File: src/rtl/vga_pkg.sv
// Shared VGA timing constants, fetch FSM state type and scanline helper
// for the text row scheduler and its register file.
package vga_pkg;

    localparam int H_ACTIVE    = 640;
    localparam int V_TOTAL     = 525;
    localparam int CHAR_W      = 8;
    localparam int CHAR_H      = 16;
    localparam int ROM_LATENCY = 1;

    localparam logic [6:0] ASCII_SPACE = 7'h20;

    typedef enum logic [1:0] {
        IDLE,
        ISSUE,
        DRAIN
    } fetch_state_e;

    // Scanline that follows y, wrapping at the end of the frame.
    function automatic logic [9:0] next_line(input logic [9:0] y);
        return (y == 10'(V_TOTAL - 1)) ? 10'd0 : y + 10'd1;
    endfunction

endpackage

File: src/rtl/text_row_scheduler_if.sv
// Bundle of sync-counter inputs, character-write port, shared ROM port and
// pixel outputs. The scheduler uses the slave side.
interface text_row_if;

    logic        video_on;
    logic [9:0]  x;
    logic [9:0]  y;
    logic        char_we;
    logic [2:0]  char_waddr;
    logic [6:0]  char_wdata;
    logic [10:0] rom_addr;
    logic [7:0]  rom_data;
    logic        busy;
    logic        pixel_on;
    logic [7:0]  rgb;
    logic [2:0]  dbg_raddr;
    logic [6:0]  dbg_rdata;

    modport slave (
        input  video_on, x, y, char_we, char_waddr, char_wdata, rom_data, dbg_raddr,
        output rom_addr, busy, pixel_on, rgb, dbg_rdata
    );

    modport master (
        output video_on, x, y, char_we, char_waddr, char_wdata, rom_data, dbg_raddr,
        input  rom_addr, busy, pixel_on, rgb, dbg_rdata
    );

endinterface

File: src/rtl/text_char_regs.sv
// Character register file: one write port, two combinational read ports
// (fetch and debug). Every slot resets to a space.
module text_char_regs
    import vga_pkg::*;
#(
    parameter int NUM_CHARS = 7
) (
    input  logic       clk,
    input  logic       rst,
    input  logic       we_i,
    input  logic [2:0] waddr_i,
    input  logic [6:0] wdata_i,
    input  logic [2:0] fetch_raddr_i,
    output logic [6:0] fetch_rdata_o,
    input  logic [2:0] dbg_raddr_i,
    output logic [6:0] dbg_rdata_o
);

    logic [6:0] chars_q [NUM_CHARS];

    always_ff @(posedge clk or posedge rst) begin
        if (rst) begin
            for (int i = 0; i < NUM_CHARS; i++) begin
                chars_q[i] <= ASCII_SPACE;
            end
        end else if (we_i && (32'(waddr_i) < NUM_CHARS)) begin
            chars_q[waddr_i] <= wdata_i;
        end
    end

    // Reads see the pre-write value in a write cycle, so a fetch racing a
    // write to the same slot still gets the old code.
    assign fetch_rdata_o = (32'(fetch_raddr_i) < NUM_CHARS) ? chars_q[fetch_raddr_i] : ASCII_SPACE;
    assign dbg_rdata_o   = (32'(dbg_raddr_i) < NUM_CHARS) ? chars_q[dbg_raddr_i] : ASCII_SPACE;

endmodule

File: src/rtl/text_row_scheduler.sv
// Shares one ascii_rom across a text field: fetches a glyph row into a row
// buffer during h-blank, then serialises it as registered pixel/colour output.
module text_row_scheduler
    import vga_pkg::*;
#(
    parameter int         NUM_CHARS = 7,
    parameter int         X_START   = 192,
    parameter int         Y_START   = 208,
    parameter logic [7:0] FG_COLOR  = 8'h0F,
    parameter logic [7:0] BG_COLOR  = 8'hFF
) (
    input  logic       clk,
    input  logic       rst,
    text_row_if.slave  bus
);

    localparam int         FIELD_W   = CHAR_W * NUM_CHARS;
    localparam logic [2:0] LAST_SLOT = 3'(NUM_CHARS - 1);

    fetch_state_e state_q, state_d;
    logic [2:0]   k_q, k_d;
    logic [3:0]   row_q, row_d;
    logic [10:0]  last_addr_q, last_addr_d;
    logic [9:0]   x_prev_q;
    logic [7:0]   rowbuf_q [NUM_CHARS];
    logic [7:0]   rowbuf_d [NUM_CHARS];
    logic         pixel_on_q, pixel_on_d;
    logic [7:0]   rgb_q, rgb_d;

    logic         start;
    logic [9:0]   ny;
    logic         ny_in_band;
    logic [6:0]   fetch_code;
    logic [10:0]  issue_addr;
    logic         cap_en;
    logic [2:0]   cap_idx;
    logic         clear_buf;
    logic         in_field;
    logic [9:0]   x_off;
    logic [2:0]   slot;
    logic         glyph_bit;

    text_char_regs #(
        .NUM_CHARS (NUM_CHARS)
    ) u_char_regs (
        .clk           (clk),
        .rst           (rst),
        .we_i          (bus.char_we),
        .waddr_i       (bus.char_waddr),
        .wdata_i       (bus.char_wdata),
        .fetch_raddr_i (k_q),
        .fetch_rdata_o (fetch_code),
        .dbg_raddr_i   (bus.dbg_raddr),
        .dbg_rdata_o   (bus.dbg_rdata)
    );

    // Trigger stage: first clock at the start of h-blank
    assign start      = (bus.x == 10'(H_ACTIVE)) && (x_prev_q != 10'(H_ACTIVE));
    assign ny         = next_line(bus.y);
    assign ny_in_band = (ny >= 10'(Y_START)) && (ny < 10'(Y_START + CHAR_H));
    assign issue_addr = {fetch_code, row_q};

    always_comb begin
        state_d     = state_q;
        k_d         = k_q;
        row_d       = row_q;
        last_addr_d = last_addr_q;
        cap_en      = 1'b0;
        cap_idx     = k_q - 3'(ROM_LATENCY);
        clear_buf   = 1'b0;
        case (state_q)
            IDLE: begin
                if (start) begin
                    if (ny_in_band) begin
                        state_d = ISSUE;
                        k_d     = 3'd0;
                        row_d   = 4'(ny - 10'(Y_START));
                    end else begin
                        clear_buf = 1'b1;
                    end
                end
            end
            ISSUE: begin
                last_addr_d = issue_addr;
                cap_en      = (k_q != 3'd0);
                k_d         = k_q + 3'd1;
                if (k_q == LAST_SLOT) begin
                    state_d = DRAIN;
                end
            end
            DRAIN: begin
                cap_en  = 1'b1;
                cap_idx = LAST_SLOT;
                state_d = IDLE;
            end
            default: state_d = IDLE;
        endcase
    end

    // Capture stage: ROM data lands one clock after its address
    always_comb begin
        for (int i = 0; i < NUM_CHARS; i++) begin
            rowbuf_d[i] = clear_buf ? 8'h00 : rowbuf_q[i];
        end
        if (cap_en && (32'(cap_idx) < NUM_CHARS)) begin
            rowbuf_d[cap_idx] = bus.rom_data;
        end
    end

    assign bus.rom_addr = (state_q == ISSUE) ? issue_addr : last_addr_q;
    assign bus.busy     = (state_q != IDLE);

    // Pixel stage: one registered clock from x/y to pixel_on/rgb
    assign in_field  = (bus.y >= 10'(Y_START)) && (bus.y < 10'(Y_START + CHAR_H)) &&
                       (bus.x >= 10'(X_START)) && (bus.x < 10'(X_START + FIELD_W));
    assign x_off     = bus.x - 10'(X_START);
    assign slot      = 3'(x_off >> 3);
    assign glyph_bit = (32'(slot) < NUM_CHARS) ? rowbuf_q[slot][3'd7 - bus.x[2:0]] : 1'b0;

    always_comb begin
        pixel_on_d = bus.video_on & in_field & glyph_bit;
        rgb_d      = !bus.video_on ? 8'h00 : (pixel_on_d ? FG_COLOR : BG_COLOR);
    end

    assign bus.pixel_on = pixel_on_q;
    assign bus.rgb      = rgb_q;

    always_ff @(posedge clk or posedge rst) begin
        if (rst) begin
            state_q     <= IDLE;
            k_q         <= 3'd0;
            row_q       <= 4'd0;
            last_addr_q <= 11'd0;
            x_prev_q    <= 10'd0;
            pixel_on_q  <= 1'b0;
            rgb_q       <= 8'h00;
            for (int i = 0; i < NUM_CHARS; i++) begin
                rowbuf_q[i] <= 8'h00;
            end
        end else begin
            state_q     <= state_d;
            k_q         <= k_d;
            row_q       <= row_d;
            last_addr_q <= last_addr_d;
            x_prev_q    <= bus.x;
            pixel_on_q  <= pixel_on_d;
            rgb_q       <= rgb_d;
            for (int i = 0; i < NUM_CHARS; i++) begin
                rowbuf_q[i] <= rowbuf_d[i];
            end
        end
    end

endmodule

File: src/flat_wrapper.sv
// flat-port wrapper written by rule: the top's interface ports become plain ports
module text_row_scheduler_flat import vga_pkg::*;
#(
    parameter int         NUM_CHARS = 7,
    parameter int         X_START   = 192,
    parameter int         Y_START   = 208,
    parameter logic [7:0] FG_COLOR  = 8'h0F,
    parameter logic [7:0] BG_COLOR  = 8'hFF
)
  (clk, rst, bus_video_on, bus_x, bus_y, bus_char_we, bus_char_waddr, bus_char_wdata, bus_rom_data, bus_dbg_raddr, bus_rom_addr, bus_busy, bus_pixel_on, bus_rgb, bus_dbg_rdata);
  text_row_if bus_i ();
  input  logic clk;
  input  logic rst;
  input wire logic [$bits(bus_i.video_on)-1:0] bus_video_on;
  input wire logic [$bits(bus_i.x)-1:0] bus_x;
  input wire logic [$bits(bus_i.y)-1:0] bus_y;
  input wire logic [$bits(bus_i.char_we)-1:0] bus_char_we;
  input wire logic [$bits(bus_i.char_waddr)-1:0] bus_char_waddr;
  input wire logic [$bits(bus_i.char_wdata)-1:0] bus_char_wdata;
  input wire logic [$bits(bus_i.rom_data)-1:0] bus_rom_data;
  input wire logic [$bits(bus_i.dbg_raddr)-1:0] bus_dbg_raddr;
  output wire logic [$bits(bus_i.rom_addr)-1:0] bus_rom_addr;
  output wire logic [$bits(bus_i.busy)-1:0] bus_busy;
  output wire logic [$bits(bus_i.pixel_on)-1:0] bus_pixel_on;
  output wire logic [$bits(bus_i.rgb)-1:0] bus_rgb;
  output wire logic [$bits(bus_i.dbg_rdata)-1:0] bus_dbg_rdata;
  assign bus_i.video_on = bus_video_on;
  assign bus_i.x = bus_x;
  assign bus_i.y = bus_y;
  assign bus_i.char_we = bus_char_we;
  assign bus_i.char_waddr = bus_char_waddr;
  assign bus_i.char_wdata = bus_char_wdata;
  assign bus_i.rom_data = bus_rom_data;
  assign bus_i.dbg_raddr = bus_dbg_raddr;
  assign bus_rom_addr = bus_i.rom_addr;
  assign bus_busy = bus_i.busy;
  assign bus_pixel_on = bus_i.pixel_on;
  assign bus_rgb = bus_i.rgb;
  assign bus_dbg_rdata = bus_i.dbg_rdata;
  text_row_scheduler #(.NUM_CHARS(NUM_CHARS), .X_START(X_START), .Y_START(Y_START), .FG_COLOR(FG_COLOR), .BG_COLOR(BG_COLOR)) u_core (.clk(clk), .rst(rst), .bus(bus_i));
endmodule
File: config.mk
export PLATFORM = sky130hd
export DESIGN_NAME = text_row_scheduler_flat
export DESIGN_NICKNAME = d
export VERILOG_FILES = /design/src/rtl/vga_pkg.sv /design/src/rtl/text_row_scheduler_if.sv /design/src/rtl/text_char_regs.sv /design/src/rtl/text_row_scheduler.sv /design/src/flat_wrapper.sv
export SDC_FILE = /design/constraint.sdc
export NUM_CORES = 1
export LEC_CHECK = 0
export CORE_ASPECT_RATIO = 2
export CORE_UTILIZATION = 53
export DETAILED_ROUTE_END_ITERATION = 16
export GPL_ROUTABILITY_DRIVEN = 0
export PLACE_DENSITY = 0.82
export REMOVE_ABC_BUFFERS = 1
export SKIP_LAST_GASP = 1
export SLEW_MARGIN = 20
export SYNTH_ARGS = -nofsm -noshare
export SYNTH_HDL_FRONTEND = slang
export SYNTH_SLANG_ARGS = --single-unit
File: constraint.sdc
create_clock -name clk -period 6.2 [get_ports clk]
set_input_delay 1.24 -clock clk [delete_from_list [all_inputs] [get_ports clk]]
set_output_delay 1.24 -clock clk [all_outputs]
set_load 0.03 [all_outputs]
==> flow_metrics.env <==
export IMPL_status="completed"
export IMPL_synthToLayoutAreaGrowth_pct=20.3
export IMPL_setup_viol=0
export IMPL_drt_initial_drc_count=423
export IMPL_hold_path_class="register to register"
export IMPL_netlist_top_cells_count="dfrtp_1, mux2_2, a22o_1"
export IMPL_rsz0062_at_grt="no"
export IMPL_met1Wirelength_um=6120
export IMPL_wl_um=17800
export IMPL_wl_per_cell_um=22.8
export IMPL_required_ns=4.96
export IMPL_synth_top_cells_by_area="dfrtp_1, mux2_2, a22o_1, mux4_2, mux2i_1"
export IMPL_top_layer="met4"
export IMPL_seq_area_frac_synth_pct=49.6
export IMPL_pin_count=73
export IMPL_crit_path_end_kind="output pin"
export IMPL_synthCells=552
export IMPL_p_total_mw=2.49
export IMPL_port_buffers=72
export IMPL_ys_seq_elements=138
export IMPL_h_tree_depth=4
export IMPL_start_util_pct=54.0
export IMPL_postRouteAntennaNets=0
export IMPL_route_detailed_drc=0
export IMPL_fillCellCount=957
export IMPL_synth_top_area_share_pct=47.0
export IMPL_cp_slowest_stage_delay_ns=0.89
export IMPL_finalClockSkew_ns=0.0119
export IMPL_final_period_utilization_pct=82.3
export IMPL_cts_tree="built"
export IMPL_ir_worst_vdd_mv=0.269
export IMPL_tns_ns=0
export IMPL_rrSetupSlack_ns=3.07
export IMPL_layout_nets=668
export IMPL_slew_headroom_pct=37.6
export IMPL_p_seq_share_pct=42.8
export IMPL_worst_setup_path_start_kind="input port"
export IMPL_first_global_vias=5508
export IMPL_p_leak_nw=3.56
export IMPL_yosysWarnings=0
export IMPL_syn_area_sq_um=6980
export IMPL_hold_viol=0
export IMPL_grt_antenna_before_repair=0
export IMPL_final_seq_area_sq_um=3460
export IMPL_core_rowCount=59
export IMPL_crit_chain="clkdlybuf4s50_1 > nor2b_1 > nand2_1 > o21ai_0 > mux2_2 > clkdlybuf4s50_1"
export IMPL_die_height_um=164
export IMPL_coreArea_sq_um=12900
export IMPL_postCtsSetupRepairBufs=0
export IMPL_cts_resized=0
export IMPL_synth_edf_count=0
export IMPL_p_comb_share_pct=13.4
export IMPL_syn_avg_cell_area_sq_um=12.6
export IMPL_num_antenna_cells=0
export IMPL_holdBufCountCts=0
export IMPL_finalCriticalPeriod_ns=5.10
export IMPL_die_x_um=83.2
export IMPL_insertion_delay_ns=0.43
export IMPL_multi_input_area_sq_um=3260
export IMPL_yosysMostFrequentCell="dfrtp_1"
export IMPL_routed_wl_met3_um=725
export IMPL_power_density_nw_per_um2=297
export IMPL_synth_distinct_cells=62
export IMPL_first_pass_iters=5
export IMPL_via_per_inst=6.55
export IMPL_grt_pass1_wl_um=28200
export IMPL_grt_max_degree=88
export IMPL_grt_ovfl_total=0
export IMPL_swShare_pct=25.5
export IMPL_crit_fanout=15
export IMPL_crit_family="buffers and inverters"
export IMPL_arrival_ns=3.86
export IMPL_switchingPower_mw=0.636
export IMPL_critical_path_buf_inv_count=2
export IMPL_yosys_area_top_type="dfrtp_1"
export IMPL_worst_pin_slew_ns=0.933
export IMPL_dieArea_sq_um=13700
export IMPL_vias=5104
export IMPL_dp_hpwl_um=12700
export IMPL_clk_path_buf_depth=2
export IMPL_slowest_stage="clkdlybuf4s50_1"
export IMPL_cts_buffers_inserted=17
export IMPL_clock_sinks=138
export IMPL_drv_slew=0
export IMPL_fmax_mhz=196
export IMPL_dr_wl_met2_um=9930
export IMPL_ys_flop_type="dfrtp_1"
export IMPL_clockRootBuffer="clkbuf_16"
export IMPL_synth_async_sr_flop_share_pct=100
export IMPL_layout_drive_gt1_share_pct=23.3
export IMPL_path_clk_slew_ns=0.06
export IMPL_grt_usage_pct=26.9
export IMPL_cap_violations=0
export IMPL_clkPwrFrac_pct=43.8
export IMPL_worst_path_most_repeated_cell="clkdlybuf4s50_1"
export IMPL_crit_type="input port to output pin"
export IMPL_p_int_mw=1.85
[cell usage in the layout, fill, tap and decap left out, types with 9 or more instances in the layout]
cell type,instances
dfrtp_1,130
clkdlybuf4s50_1,72
mux2_2,64
a22o_1,56
mux2i_1,30
nand2_1,26
o211ai_1,21
inv_1,19
mux4_2,18
o21ai_0,17
clkbuf_16,17
nor2_1,15
ha_1,9
[per-stage QoR]
stage                     worst slack (ns)  hold slack [ns]  utilization (%)  area, sq um  cells
after floorplan                       1.28            0.461                -         6800    517
after CTS                             1.07            0.502             64.9         8390    779
after global placement                1.22            0.480             60.0         7750    747
final                                 1.10            0.499             65.0         8390    779
after detailed placement              1.07            0.482             60.0         7750    747
after global routing                 0.908            0.517             65.0         8390    779
[worst register-to-register path: stages (launching register included)]
cell     delay, ns
dfrtp_2       0.76
inv_1         0.27
ha_1          0.50
inv_1         0.06
or2_2         0.31
nor2_1        0.72
a21oi_4       0.16
a22o_1        0.24
[power by group through the flow]
| stage | clock [mW] | sequential (mW) | combinational [mW] |
|---|---|---|---|
| 2_1_floorplan | 0 | 1.05 | 0.206 |
| 3_3_place_gp | 0 | 1.07 | 0.316 |
| 3_5_place_dp | 0 | 1.08 | 0.333 |
| 4_1_cts | 1.10 | 1.06 | 0.334 |
| 5_1_grt | 1.14 | 1.07 | 0.357 |
| 6_report | 1.09 | 1.06 | 0.333 |
[layout make-up]
class	instances	area share, %
clock inverters	13	2.31
well taps	152	2.27
multi-input cells	359	38.8
flip-flops and latches	138	41.3
clock buffers	19	5.28
inverters	20	0.954
repair buffers	78	9.12
[routing by layer]
metal | global-route usage (%) | vias to the layer above
met1 | 27.1 | 2579
met3 | 4.62 | 69
met5 | 0 | -
li1 | - | 2228
met4 | 17.9 | 0
met2 | 50.1 | 228
[flip-flops by register name, summed over array words and instances, names as in the netlist]
name,cells
u_core.rowbuf_q,56
u_core.u_char_regs.chars_q,49
u_core.last_addr_q,11
u_core.x_prev_q,10
u_core.row_q,4
u_core.k_q,3
u_core.bus.rgb,2
u_core.state_q,2
u_core.bus.pixel_on,1
[cell families (layout without fill, tap and decap cells)]
kind of cell / count (synthesis) / in the layout / share of synthesized area, %
adders and majority gates: 9 / 9 / 1.61
and+or+nand+nor: 102 / 102 / 8.68
AOI/OAI and AO/OA: 133 / 133 / 15.6
DFF: 138 / 138 / 49.6
xor gates and xnor gates: 3 / 3 / 0.376
buffers and inverters: 55 / 130 / 3.73
muxes: 112 / 112 / 20.4
[worst paths after layout]
| path | to | start | cells after the start |
|---|---|---|---|
| hold / removal | u_core.last_addr_q[0] | u_core.last_addr_q[0] | 1 |
| setup / recovery | bus_dbg_rdata[1] | bus_dbg_raddr[0] | 6 |
| setup reg to reg | u_core.rowbuf_q[45] | u_core.k_q[0] | 7 |
| min in group asynchronous | u_core.rowbuf_q[32] | rst | 2 |
| hold reg to reg | u_core.last_addr_q[0] | u_core.last_addr_q[0] | 1 |
| max in group asynchronous | u_core.k_q[0] | rst | 3 |
Power figures use the tool's default switching activity.
